--- src/rtl/fp_divsqrt_iter_pkg.sv ---
`default_nettype none
// ============================================================================
// Module   : fp_wire (package)
// Purpose  : Shared FSM state encoding and operation-select constants for the
//            iterative mantissa divide / square-root unit.
// Revision : 1.0 - initial release
// ============================================================================
package fp_wire;

    typedef enum logic [1:0] {
        ST_IDLE = 2'd0,
        ST_BUSY = 2'd1,
        ST_DONE = 2'd2
    } state_t;

    localparam logic OP_DIV  = 1'b0;
    localparam logic OP_SQRT = 1'b1;

endpackage
`default_nettype wire

--- src/rtl/fp_divsqrt_iter_if.sv ---
`default_nettype none
// ============================================================================
// Module   : fp_divsqrt_iter_if
// Purpose  : Operand / result handshake bundle for fp_divsqrt_iter.
//            master = producer/consumer side, slave = the divsqrt unit.
// Revision : 1.0 - initial release
// ============================================================================
interface fp_divsqrt_iter_if #(
    parameter int MW = 24,
    parameter int QW = MW + 2
) ();

    logic          in_valid;
    logic          in_ready;
    logic          op;
    logic [MW-1:0] a;
    logic [MW-1:0] b;
    logic          odd;
    logic          out_valid;
    logic          out_ready;
    logic [QW-1:0] q;
    logic          sticky;

    modport master (
        output in_valid, op, a, b, odd, out_ready,
        input  in_ready, out_valid, q, sticky
    );

    modport slave (
        input  in_valid, op, a, b, odd, out_ready,
        output in_ready, out_valid, q, sticky
    );

endinterface
`default_nettype wire

--- src/rtl/fp_divsqrt_step.sv ---
`default_nettype none
// ============================================================================
// Module   : fp_divsqrt_step
// Purpose  : One radix-2 restoring iteration, shared by divide and sqrt.
//            Divide: compare remainder with divisor, subtract, shift left.
//            Sqrt  : bring in the next radicand bit pair, compare with the
//                    trial value 4*root+1, subtract on success.
// Revision : 1.0 - initial release
// ============================================================================
module fp_divsqrt_step
    import fp_wire::*;
#(
    parameter  int MW = 24,
    localparam int QW = MW + 2,
    localparam int RW = QW + 2
) (
    input  logic [RW-1:0] rem,
    input  logic [QW-1:0] opnd,      // partial root (sqrt) or zero-extended divisor
    input  logic [1:0]    pair,      // next radicand bit pair, sqrt only
    input  logic          op,
    output logic [RW-1:0] rem_next,
    output logic          q_bit
);

    logic [RW-1:0] shifted;
    logic [RW-1:0] trial;
    logic [RW-1:0] diff;

    // Single recurrence step; the divide remainder is stored pre-shifted so the
    // next compare is directly against the divisor.
    always_comb begin
        shifted  = rem;
        trial    = RW'(opnd);
        if (op == OP_SQRT) begin
            shifted = (rem << 2) | RW'(pair);
            trial   = {opnd, 2'b01};
        end
        q_bit    = (shifted >= trial);
        diff     = shifted - trial;
        rem_next = q_bit ? diff : shifted;
        if (op == OP_DIV) begin
            rem_next = rem_next << 1;
        end
    end

endmodule
`default_nettype wire

--- src/rtl/fp_divsqrt_iter.sv ---
`default_nettype none
// ============================================================================
// Module   : fp_divsqrt_iter
// Purpose  : Iterative mantissa divider / square root, one result bit per
//            cycle, MSB first. Result q has 1 integer bit and MW+1 fraction
//            bits; sticky flags a nonzero final remainder.
// Revision : 1.0 - initial release
// ============================================================================
module fp_divsqrt_iter
    import fp_wire::*;
#(
    parameter int MW = 24,
    parameter int QW = MW + 2
) (
    input  logic             clock,
    input  logic             reset,
    input  logic             kill,
    fp_divsqrt_iter_if.slave bus
);

    localparam int CW = $clog2(QW);
    localparam int RW = QW + 2;

    // Working registers for one operation; widths follow MW.
    typedef struct packed {
        logic          op;
        logic [CW-1:0] cnt;
        logic [RW-1:0] rem;      // divide uses the low MW+1 bits
        logic [QW-1:0] q;        // quotient / partial root
        logic [MW-1:0] divisor;
        logic [MW:0]   rad;      // radicand bits still to be consumed, MSB first
    } work_t;

    state_t        state;
    state_t        state_next;
    work_t         r;
    logic          accept;
    logic          last_iter;
    logic [QW-1:0] step_opnd;
    logic [RW-1:0] step_rem;
    logic          step_bit;

    assign bus.in_ready  = (state == ST_IDLE) && !kill && !reset;
    assign accept        = bus.in_valid && bus.in_ready;
    assign last_iter     = (r.cnt == CW'(QW - 1));
    assign bus.out_valid = (state == ST_DONE);
    assign bus.q         = r.q;
    assign bus.sticky    = |r.rem;

    assign step_opnd = (r.op == OP_SQRT) ? r.q : QW'(r.divisor);

    fp_divsqrt_step #(.MW(MW)) u_step (
        .rem      (r.rem),
        .opnd     (step_opnd),
        .pair     (r.rad[MW -: 2]),
        .op       (r.op),
        .rem_next (step_rem),
        .q_bit    (step_bit)
    );

    // State register; reset outranks everything else.
    always_ff @(posedge clock) begin
        if (reset) begin
            state <= ST_IDLE;
        end else begin
            state <= state_next;
        end
    end

    // Next-state logic; kill returns to IDLE from any state.
    always_comb begin
        state_next = state;
        case (state)
            ST_IDLE: if (accept)        state_next = ST_BUSY;
            ST_BUSY: if (last_iter)     state_next = ST_DONE;
            ST_DONE: if (bus.out_ready) state_next = ST_IDLE;
            default:                    state_next = ST_IDLE;
        endcase
        if (kill) begin
            state_next = ST_IDLE;
        end
    end

    // Operand capture on accept, then one recurrence step per BUSY cycle.
    always_ff @(posedge clock) begin
        if (reset) begin
            r <= '0;
        end else if (accept) begin
            r.op      <= bus.op;
            r.cnt     <= '0;
            r.rem     <= (bus.op == OP_DIV) ? RW'(bus.a) : '0;
            r.q       <= '0;
            r.divisor <= bus.b;
            r.rad     <= bus.odd ? {bus.a, 1'b0} : {1'b0, bus.a};
        end else if (state == ST_BUSY && !kill) begin
            r.cnt <= r.cnt + CW'(1);
            r.rem <= step_rem;
            r.q   <= {r.q[QW-2:0], step_bit};
            r.rad <= r.rad << 2;
        end
    end

endmodule
`default_nettype wire

--- src/flat_wrapper.sv ---
// flat-port wrapper written by rule: the top's interface ports become plain ports
module fp_divsqrt_iter_flat import fp_wire::*;
#(
    parameter int MW = 24,
    parameter int QW = MW + 2
)
  (clock, reset, kill, bus_in_valid, bus_op, bus_a, bus_b, bus_odd, bus_out_ready, bus_in_ready, bus_out_valid, bus_q, bus_sticky);
  fp_divsqrt_iter_if #(.MW(MW), .QW(QW)) bus_i ();
  input  logic clock;
  input  logic reset;
  input  logic kill;
  input wire logic [$bits(bus_i.in_valid)-1:0] bus_in_valid;
  input wire logic [$bits(bus_i.op)-1:0] bus_op;
  input wire logic [$bits(bus_i.a)-1:0] bus_a;
  input wire logic [$bits(bus_i.b)-1:0] bus_b;
  input wire logic [$bits(bus_i.odd)-1:0] bus_odd;
  input wire logic [$bits(bus_i.out_ready)-1:0] bus_out_ready;
  output wire logic [$bits(bus_i.in_ready)-1:0] bus_in_ready;
  output wire logic [$bits(bus_i.out_valid)-1:0] bus_out_valid;
  output wire logic [$bits(bus_i.q)-1:0] bus_q;
  output wire logic [$bits(bus_i.sticky)-1:0] bus_sticky;
  assign bus_i.in_valid = bus_in_valid;
  assign bus_i.op = bus_op;
  assign bus_i.a = bus_a;
  assign bus_i.b = bus_b;
  assign bus_i.odd = bus_odd;
  assign bus_i.out_ready = bus_out_ready;
  assign bus_in_ready = bus_i.in_ready;
  assign bus_out_valid = bus_i.out_valid;
  assign bus_q = bus_i.q;
  assign bus_sticky = bus_i.sticky;
  fp_divsqrt_iter #(.MW(MW), .QW(QW)) u_core (.clock(clock), .reset(reset), .kill(kill), .bus(bus_i));
endmodule
--- config.mk ---
export PLATFORM = sky130hd
export DESIGN_NAME = fp_divsqrt_iter_flat
export DESIGN_NICKNAME = d
export VERILOG_FILES = /design/src/rtl/fp_divsqrt_iter_pkg.sv /design/src/rtl/fp_divsqrt_iter_if.sv /design/src/rtl/fp_divsqrt_step.sv /design/src/rtl/fp_divsqrt_iter.sv /design/src/flat_wrapper.sv
export SDC_FILE = /design/constraint.sdc
export NUM_CORES = 1
export LEC_CHECK = 0
export CAP_MARGIN = 40
export CORE_UTILIZATION = 60
export CTS_CLUSTER_DIAMETER = 150
export DETAILED_ROUTE_END_ITERATION = 7
export PLACE_DENSITY = 0.95
export SLEW_MARGIN = 20
export SYNTH_ARGS = -nofsm -noshare
export SYNTH_HDL_FRONTEND = slang
export SYNTH_SLANG_ARGS = --single-unit
--- constraint.sdc ---
create_clock -name clock -period 9.6 [get_ports clock]
set_clock_uncertainty 0.05 [all_clocks]
set_input_delay 1.92 -clock clock [delete_from_list [all_inputs] [get_ports clock]]
set_output_delay 1.92 -clock clock [all_outputs]
set_load 0.01 [all_outputs]
==> results of run 1 <==
-- layer usage --
| layer | share of wire | wire [um] |
|---|---|---|
| met1 | 0.41 | 8160 |
| met5 | 0 | 0 |
| met4 | 0.035 | 688 |
| met2 | 0.48 | 9570 |
| met3 | 0.069 | 1370 |
-- sequential cells by signal (all words and copies together), names as in the netlist --
name,count
u_core.bus.q,26
u_core.r,83
u_core.state,2
-- Yosys cell counts (all sizes together), types with 3 or more instances --
cell type / instances / area share
inv: 13 / 0.0066
a22oi: 34 / 0.035
nor2b: 5 / 0.0042
and3: 8 / 0.0075
ha: 30 / 0.051
nor3: 6 / 0.0048
xor2: 7 / 0.0083
nor2: 61 / 0.031
nand3: 11 / 0.0075
mux2: 36 / 0.056
nor4: 10 / 0.0093
a21oi: 107 / 0.075
xnor2: 17 / 0.020
o31ai: 5 / 0.0051
o21ai: 35 / 0.024
a221oi: 13 / 0.016
nand2b: 3 / 0.0025
o21a: 7 / 0.0071
o21bai: 4 / 0.0041
a222oi: 16 / 0.022
a211oi: 12 / 0.015
and2: 12 / 0.010
mux2i: 36 / 0.049
o22ai: 3 / 0.0025
nand2: 153 / 0.078
clkbuf: 40 / 0.020
dfxtp: 111 / 0.30
a21o: 19 / 0.019
nand4: 10 / 0.0085
a31oi: 8 / 0.0068
buf: 50 / 0.044
-- worst min path at each step --
| stage | startpoint | to | slack [ps] | cells past startpoint |
|---|---|---|---|---|
| after floorplan | u_core.r[25] | u_core.r[25] | 380 | 2 |
| after global placement | u_core.r[41] | u_core.r[41] | 390 | 2 |
| after detailed placement | u_core.r[36] | u_core.r[36] | 400 | 2 |
| after CTS | u_core.r[36] | u_core.r[36] | 410 | 2 |
| after global routing | u_core.r[28] | u_core.r[28] | 420 | 2 |
| final | u_core.r[36] | u_core.r[36] | 400 | 2 |
-- layout make-up --
class,count,area [sq um]
flip-flops and latches,111,2220
clock buffers,10,239
multi-input cells,703,4630
fillers,949,3650
well taps,147,184
inverters,13,48.8
repair buffers,96,978
clock inverters,5,56.3
-- cell families after synthesis --
| logic type | after synthesis | synth area share |
|---|---|---|
| simple gates | 289 | 0.174 |
| compound gates | 285 | 0.260 |
| flops | 111 | 0.301 |
| buf+inv | 103 | 0.0714 |
| mux | 74 | 0.111 |
| fa+ha+maj | 31 | 0.0536 |
| xor+xnor | 24 | 0.0285 |
-- power breakdown --
part | leakage [nW] | internal (W) | total [W] | switching (W)
Sequential | 0.899 | 0.000476 | 0.000492 | 0.0000165
Combinational | 2.09 | 0.000282 | 0.000668 | 0.000386
Clock | 0.145 | 0.000208 | 0.000380 | 0.000172
Total | 3.13 | 0.000966 | 0.00154 | 0.000574
-- tightest hold or removal path, cell delays in order (launching register included) --
cell and delay [ps]:
dfxtp_1 310, nand2_1 50, a21oi_1 50
-- through the flow --
step	std cells	power, W	util	cell area, sq um
6_report	1085	0.00154	0.696	8360
5_1_grt	1085	0.00161	0.696	8360
4_1_cts	1084	0.00152	0.694	8340
3_5_place_dp	1069	0.00115	0.669	8040
3_3_place_gp	1065	0.00113	0.664	7980
2_1_floorplan	917	0.00101	-	7370
==> metrics, run 1 <==
most common library cell in the layout ignoring fill and taps=nand2_1; Max Transition Viols Final=0; critical path fanouts, max=48; capturing point of the worst reg2reg path=u_core.r[85]; area of the mapped netlist=approximately 7400 sq um; area added between synthesis and finish=13.4%; hold buffers post-CTS=0; average wire length per cell after detail routing=between 15 and 20 um; number of H-tree levels=3; worst vdd rail ir drop=0.000103 V; maximum number of pins on one net before global-route repair=81; antenna viol nets, final=0; Yosys Warn Count=0; worst hold slack after final layout=404 ps; Worst Path Class, Setup=reg -> reg; setup repair after global routing missed its margin=false; clock tree from TritonCTS=built; kind of cell adding the most delay to the critical path=compound AO/OA/AOI/OAI gates; TritonCTS Sinks=111; via count normalized by instance count=between 6 and 7; Worst Max-Slew Pin Slew=between 800 and 900 ps; total congestion overflow after global routing=0; Antenna diodes=0; Final GP Congestion=between 0.9 and 1; Synth cell types=70; CP Data Required Time=9780 ps; main flop type after synthesis=dfxtp_1; total routed wirelength=between 15 and 20 mm; setup-violating endpoint count in the final report=0; wire length of the first global-routing pass=around 32 mm; fraction of met3 tracks used by global routing=0.0541; crit path capture type=flip-flop; launching point of the worst reg2reg path=u_core.r[108]; category of the worst setup path launch point=flip-flop; met1 routing resource usage after global routing=0.390; share of the yosys chip area belonging to registers=0.301; clk_lat worst skew=~360 ps; number of instances in the synthesized netlist=approximately 900; endpoint of the worst setup timing path=u_core.r[85]; outcome=finished, final reports clean; worst hold-check path type=reg -> reg; chain of cells forming the critical path=buf_4 -> mux2i_1 -> ha_1 -> inv_1 -> fa_1 -> a211oi_2 -> o21ai_0 -> a21oi_1 -> o211ai_1 -> a211oi_4 -> buf_4 -> mux2_2 -> a222oi_1 -> a21oi_1; DR vias=just over 7,000; number of enable flip-flop cells after synthesis=0; master of the slowest instance on the critical path=dfxtp_2; die boundary width=between 100 and 150 um; DPL Wire Length=between 10 and 15 mm; DRC violations left=0; FFs w/ async S/R, synth=0; maximum buffer depth of the clock tree=2; Core Region=about 12,000 sq um; delay of the slowest critical-path stage=790 ps; LEAKAGE=approximately 3.1 nW; average size of a mapped cell=about 8.0 sq um; number of buffers and inverters on the critical path=3; hold violation count in the final report=0; Worst Path Arrival=about 5600 ps; initial antenna violation count=0; top achievable clock speed=around 180 MHz; via count of the first global-routing pass=about 6,500; reg2reg setup slack=between 4000 and 5000 ps; Min Clock Period, post-route=~5400 ps; number of buffers inserted by port buffering=slightly above 80; Die Footprint=roughly 13,000 sq um; Max-cap violations=0; Vert. Die Dim=roughly 110 um; number of stages on the worst setup path=14; final setup slack of the worst path=roughly 4200 ps; number of buffers created by CTS=9; most frequent cells in the layout=nand2_1, dfxtp_1, a21oi_1; Worst-path clk slew=70 ps; final-stage net count=1,020; share of layout cells above drive strength 1=0.0896; global routing usage summed across all routing layers=0.309; cell chosen for the clock root=clkbuf_16; R2R depth=14; worst setup path startpoint=u_core.r[108]; share of the clock period used by the worst path after layout=0.566; synthesized netlist net count=1,003; flop and latch count out of synthesis=about 110; TNS Setup=0 ps; global-route track usage on met2=0.522; gr busiest metal=met2; number of setup buffers added after CTS=0; tightest slew margin relative to the limit=0.417; Post-Place Setup Slack=approximately 4100 ps; post-cts resize count=0; drt first pass iters=7; drt first-iter violations=~990; power density of the placed cells=184 nW/um^2; Cell Rows=40; effective utilization at floorplan=0.614; count of pins on the block boundary=between 80 and 90
(Power assumes the default switching activity.)
==> run 2, diff against run 1 <==
--- a/config.mk
+++ b/config.mk
@@ -6,10 +6,10 @@
 export NUM_CORES = 1
 export LEC_CHECK = 0
 export CAP_MARGIN = 40
-export CORE_UTILIZATION = 60
+export CORE_UTILIZATION = 57
 export CTS_CLUSTER_DIAMETER = 150
 export DETAILED_ROUTE_END_ITERATION = 7
-export PLACE_DENSITY = 0.95
+export PLACE_DENSITY = 0.92
 export SLEW_MARGIN = 20
 export SYNTH_ARGS = -nofsm -noshare
 export SYNTH_HDL_FRONTEND = slang
==> constraint.sdc (replaced) <==
create_clock -name clock -period 5.4 [get_ports clock]
set_clock_uncertainty 0.05 [all_clocks]
set_input_delay 1.08 -clock clock [delete_from_list [all_inputs] [get_ports clock]]
set_output_delay 1.08 -clock clock [all_outputs]
set_load 0.01 [all_outputs]
==> metrics, run 2 (synthesis results as in run 1) <==
hold violation count in the final report=0 (unchanged); TNS Setup=0 ps (unchanged); drt first-iter violations=714 (-28%); register ranked first by flip-flop count=u_core.r; die boundary width=116 um (+2.6%); initial antenna violation count=0 (unchanged); flip-flop count of the largest register, all copies and words added=83 (unchanged); worst hold-check path type=reg -> reg; antenna viol nets, final=0 (unchanged); largest registers=u_core.r (83), u_core.bus.q (26), u_core.state (2); part of the power in the clock network=0.235 (-0.012); Vert. Die Dim=116 um (+2.6%); tightest slew margin relative to the limit=0.463 (+0.0459); number of buffers created by CTS=9 (unchanged); count of pins on the block boundary=84 (unchanged); Min Clock Period, post-route=4360 ps (-1070 ps); CP Data Required Time=5580 ps (-4200 ps); R2R depth=12 (-2); maximum number of pins on one net before global-route repair=80 (-1.2%); average wire length per cell after detail routing=18.2 um (-0.28%); Seq. cell area=2220 sq um (unchanged); Cell Rows=41 (+2.5%); cell chosen for the clock root=clkbuf_16; setup repair after global routing missed its margin=false; number of setup buffers added after CTS=0 (unchanged); DPL Wire Length=14.6 mm (+5.5%); via count of the first global-routing pass=6,455 (-1.2%); crit path capture type=flip-flop; top achievable clock speed=229 MHz (+25%); global routing usage summed across all routing layers=0.311 (+0.00200); total routed wirelength=20.2 mm (+2.2%); area added between synthesis and finish=13.8%; Die Footprint=13,400 sq um (+5.2%); sequential group share of total power=0.321 (about the same); Max Transition Viols Final=0 (unchanged); worst vdd rail ir drop=0.000203 V (+96%); share of the clock period used by the worst path after layout=0.808 (+0.242); final-stage net count=1,022 (+0.20%); portion of total power attributed to combinational logic=0.444 (+0.011); hold buffers post-CTS=0 (unchanged); setup-violating endpoint count in the final report=0 (unchanged); number of H-tree levels=3 (unchanged); switching power of the nets=0.00103 W (+80%); DR vias=7,121 (-0.28%); Worst Path Class, Setup=reg -> reg; drt first pass iters=5 (-2); total congestion overflow after global routing=0 (unchanged); effective utilization at floorplan=0.584 (-0.0296); Core Region=12,600 sq um (+5.1%); LEAKAGE=3.13 nW (about the same); clock tree from TritonCTS=built; power density of the placed cells=324 nW/um^2 (+76%); clk_lat worst skew=360 ps (about the same); area of all placed cells without fillers=8390 sq um (+0.31%); switch share=0.379 (+0.00628); total placed instance area=8080 sq um (+0.51%); Worst-path clk slew=80 ps (about the same); outcome=finished, final reports clean; Worst Max-Slew Pin Slew=802 ps (-68.1 ps); number of buffers inserted by port buffering=83 (unchanged); category of the worst setup path launch point=flip-flop; post-cts resize count=0 (unchanged); Antenna diodes=0 (unchanged); share of layout cells above drive strength 1=0.0904 (+0.000873); DRC violations left=0 (unchanged); maximum buffer depth of the clock tree=2 (unchanged); internal cell power=0.00169 W (+75%); number of cells on the worst hold path=2 (unchanged); via count normalized by instance count=6.40 (-2.7%); wire length of the first global-routing pass=32.5 mm (+2.2%); TritonCTS Sinks=111 (unchanged); Worst Path Arrival=4540 ps (-1070 ps); Max-cap violations=0 (unchanged); most common library cell in the layout ignoring fill and taps=nand2_1; most frequent cells in the layout=nand2_1, dfxtp_1, a21oi_1; Layout fillers=1,068 (+13%); area of the multi-input gates=4630 sq um (unchanged); critical path fanouts, max=34 (-29%); Final GP Congestion=0.960 (+4.3%)
## run 2: changes by cell type in the layout (fill, tap and decap cells not counted), sizes merged
| cell | previous run | this run |
|---|---|---|
| buf | 14 | 16 |
| bufinv | 1 | 0 |
| clkbuf | 10 | 11 |
| clkinv | 2 | 1 |
| inv | 14 | 15 |
## run 2: path summary, 6_finish.rpt
path	from	end	slack, ps
hold / removal	u_core.r[35]	u_core.r[35]	400
hold reg to reg	u_core.r[35]	u_core.r[35]	400
setup / recovery	u_core.r[108]	u_core.r[77]	1040
setup reg to reg	u_core.r[108]	u_core.r[77]	1040
## run 2: area by class of cell
type | count | share of cell area
Multi-Input combinational cell | 703 | 0.552
Sequential cell | 111 | 0.265
Timing Repair Buffer | 98 | 0.119
Clock buffer | 11 | 0.0289
Tap cell | 172 | 0.0256
Inverter | 13 | 0.00582
Clock inverter | 4 | 0.00358
## run 2: metal layers
metal,part of all wire,GRT usage
met2,0.47,0.501
met1,0.41,0.406
met4,0.038,0.152
met5,0,0
met3,0.080,0.0528
## run 2: stage by stage
step	util	std cells	hold slack [ps]	setup slack, ps	power [W]
after floorplan	-	917	382	767	0.00180
after global placement	0.639	1094	391	1310	0.00205
after detailed placement	0.640	1095	396	1090	0.00207
after CTS	0.662	1110	405	1080	0.00270
after global routing	0.665	1112	418	783	0.00286
final	0.665	1112	404	1040	0.00272
## run 2: critical path, stage by stage (launching register included)
cell,delay [ps]
dfxtp_2,440
buf_4,400
mux2_2,400
ha_1,350
a211oi_2,230
o21ai_0,210
a21oi_1,220
o211ai_1,180
a211oi_4,600
buf_12,270
mux2_4,320
a222oi_1,380
o32ai_1,170
## run 2: power groups by stage
stage	sequential (W)	combinational (W)	clock, W
CTS	0.000873	0.00119	0.000638
detailed placement	0.000892	0.00118	0
global route	0.000878	0.00130	0.000676
finish	0.000875	0.00121	0.000638
floorplan	0.000881	0.000917	0
global placement	0.000891	0.00116	0
==> run 3, diff against run 2 <==
==> constraint.sdc (replaced) <==
create_clock -name clock -period 4.41 [get_ports clock]
set_clock_uncertainty 0.05 [all_clocks]
set_input_delay 0.882 -clock clock [delete_from_list [all_inputs] [get_ports clock]]
set_output_delay 0.882 -clock clock [all_outputs]
set_load 0.01 [all_outputs]
==> metrics, run 3 (synthesis results as in run 1) <==
Min Clock Period, post-route=4100 ps (-261 ps); die boundary width=116 um (unchanged); worst hold-check path type=reg -> reg; Post-Place Setup Slack=350 ps (-745 ps); drt first pass iters=8 (+3); delay of the slowest critical-path stage=650 ps (+50 ps); cell chosen for the clock root=clkbuf_16; end-of-flow core utilization=0.668 (+0.00347); top achievable clock speed=244 MHz (+6.4%); final setup slack of the worst path=309 ps (-729 ps); launching point of the worst reg2reg path=u_core.r[108]; most frequent cells in the layout=nand2_1, dfxtp_1, a21oi_1; failing checks=design-rule violations; TritonCTS Sinks=111 (unchanged); Worst Path Arrival=4300 ps (-240 ps); chain of cells forming the critical path=buf_4 -> mux2i_1 -> ha_1 -> a211o_1 -> a21oi_4 -> a2111o_1 -> a21oi_2 -> a211oi_4 -> buf_12 -> mux2_2 -> a222oi_1 -> a21oi_1; Core Region=12,600 sq um (unchanged); share of the clock period used by the worst path after layout=0.930 (+0.122); total routed wirelength=20.5 mm (+1.5%); area added between synthesis and finish=14.4%; LEAKAGE=3.16 nW (+0.94%); final-stage net count=1,028 (+0.59%); CP Data Required Time=4610 ps (-970 ps); critical path fanouts, max=45 (+32%); reg2reg setup slack=310 ps (-730 ps); via count of the first global-routing pass=6,593 (+2.1%); largest registers=u_core.r (83), u_core.bus.q (26), u_core.state (2); hold violation count in the final report=0 (unchanged); total congestion overflow after global routing=0 (unchanged); Worst Path Class, Setup=reg -> reg; maximum buffer depth of the clock tree=2 (unchanged); Die Footprint=13,400 sq um (unchanged); DRC violations left=2 (+2); number of H-tree levels=3 (unchanged); category of the worst setup path launch point=flip-flop; master of the slowest instance on the critical path=dfxtp_2; Cell Rows=41 (unchanged); setup repair after global routing missed its margin=false; clk_lat worst skew=380 ps (+20 ps); antenna viol nets, final=0 (unchanged); startpoint of the tightest hold check path=u_core.r[29]; share of layout cells above drive strength 1=0.0971 (+0.00672); average wire length per cell after detail routing=18.3 um (+0.84%); Max-cap violations=0 (unchanged); via count normalized by instance count=6.39 (-0.18%); number of buffers inserted by port buffering=83 (unchanged); drt first-iter violations=866 (+21%); count of pins on the block boundary=84 (unchanged); global routing usage summed across all routing layers=0.317 (+0.00512); outcome=finished, violations left; worst vdd rail ir drop=0.000261 V (+29%); setup-violating endpoint count in the final report=0 (unchanged); crit path capture type=flip-flop; most common library cell in the layout ignoring fill and taps=nand2_1; register ranked first by flip-flop count=u_core.r; flip-flop count of the largest register, all copies and words added=83 (unchanged); end point of the worst hold path=u_core.r[29]; tightest slew margin relative to the limit=0.439 (-0.0240); TNS Setup=0 ps (unchanged); wire length of the first global-routing pass=32.9 mm (+1.1%); number of setup buffers added after CTS=0 (unchanged); post-cts resize count=0 (unchanged); R2R depth=12 (unchanged); clock tree from TritonCTS=built; maximum number of pins on one net before global-route repair=80 (unchanged); power density of the placed cells=407 nW/um^2 (+26%); worst setup path startpoint=u_core.r[108]; Final GP Congestion=0.964 (+0.37%); Antenna diodes=0 (unchanged); hold buffers post-CTS=0 (unchanged); number of buffers created by CTS=9 (unchanged); Worst-path clk slew=80 ps (about the same); Max Transition Viols Final=0 (unchanged); DPL Wire Length=14.7 mm (+0.87%); DR vias=7,153 (+0.45%); Vert. Die Dim=116 um (unchanged); Worst Max-Slew Pin Slew=838 ps (+35.4 ps); capturing point of the worst reg2reg path=u_core.r[83]; initial antenna violation count=0 (unchanged); effective utilization at floorplan=0.584 (unchanged); number of cells on the worst hold path=2 (unchanged)
## run 3: cell types whose count changed in the layout (fill, tap and decap cells not counted), sizes merged
cell	previous run	this run
clkinv	1	3
inv	15	16
buf	16	22
clkinvlp	1	0
clkbuf	11	10
## run 3: how the worst max path moves through the flow
stage	cells after the start	endpoint	slack (ps)
after floorplan	17	u_core.r[77]	50
after global placement	12	u_core.r[86]	530
after detailed placement	12	u_core.r[83]	350
after CTS	12	u_core.r[83]	320
after global routing	12	u_core.r[85]	100
final	12	u_core.r[83]	310
## run 3: area by class of cell
cell class	instances	area (sq um)
repair buffers	104	1020
fillers	1084	4190
clock buffers	10	229
well taps	172	215
clock inverters	6	62.6
multi-input cells	703	4630
inverters	13	48.8
flip-flops and latches	111	2220
## run 3: power by group
group	leakage, nW	total [W]	switching, W	internal, W
Sequential	0.899	0.00107	0.0000382	0.00104
Combinational	2.12	0.00154	0.000880	0.000660
Clock	0.142	0.000823	0.000424	0.000399
Total	3.16	0.00344	0.00134	0.00209
## run 3: stage by stage
step	area (sq um)	cells	hold WS [ps]	power [W]
3_3_place_gp	8120	1102	391	0.00257
5_1_grt	8430	1119	427	0.00358
3_5_place_dp	8120	1102	396	0.00258
4_1_cts	8410	1118	407	0.00339
6_report	8430	1119	405	0.00344
2_1_floorplan	7380	917	382	0.00220
## run 3: worst max-delay path, delay by kind of cell (launching register included)
| family | cells | cell delay [ps] |
|---|---|---|
| compound gates | 7 | 1590 |
| buf+inv | 2 | 670 |
| mux | 2 | 660 |
| flops | 1 | 650 |
| fa+ha+maj | 1 | 340 |
## run 3: per-layer routing
metal,GRT usage,vias to the layer above,routed length (um)
li1,-,3380,-
met1,0.396,3389,8500
met2,0.522,321,9920
met3,0.0774,63,1400
met4,0.133,0,709
met5,0,-,0
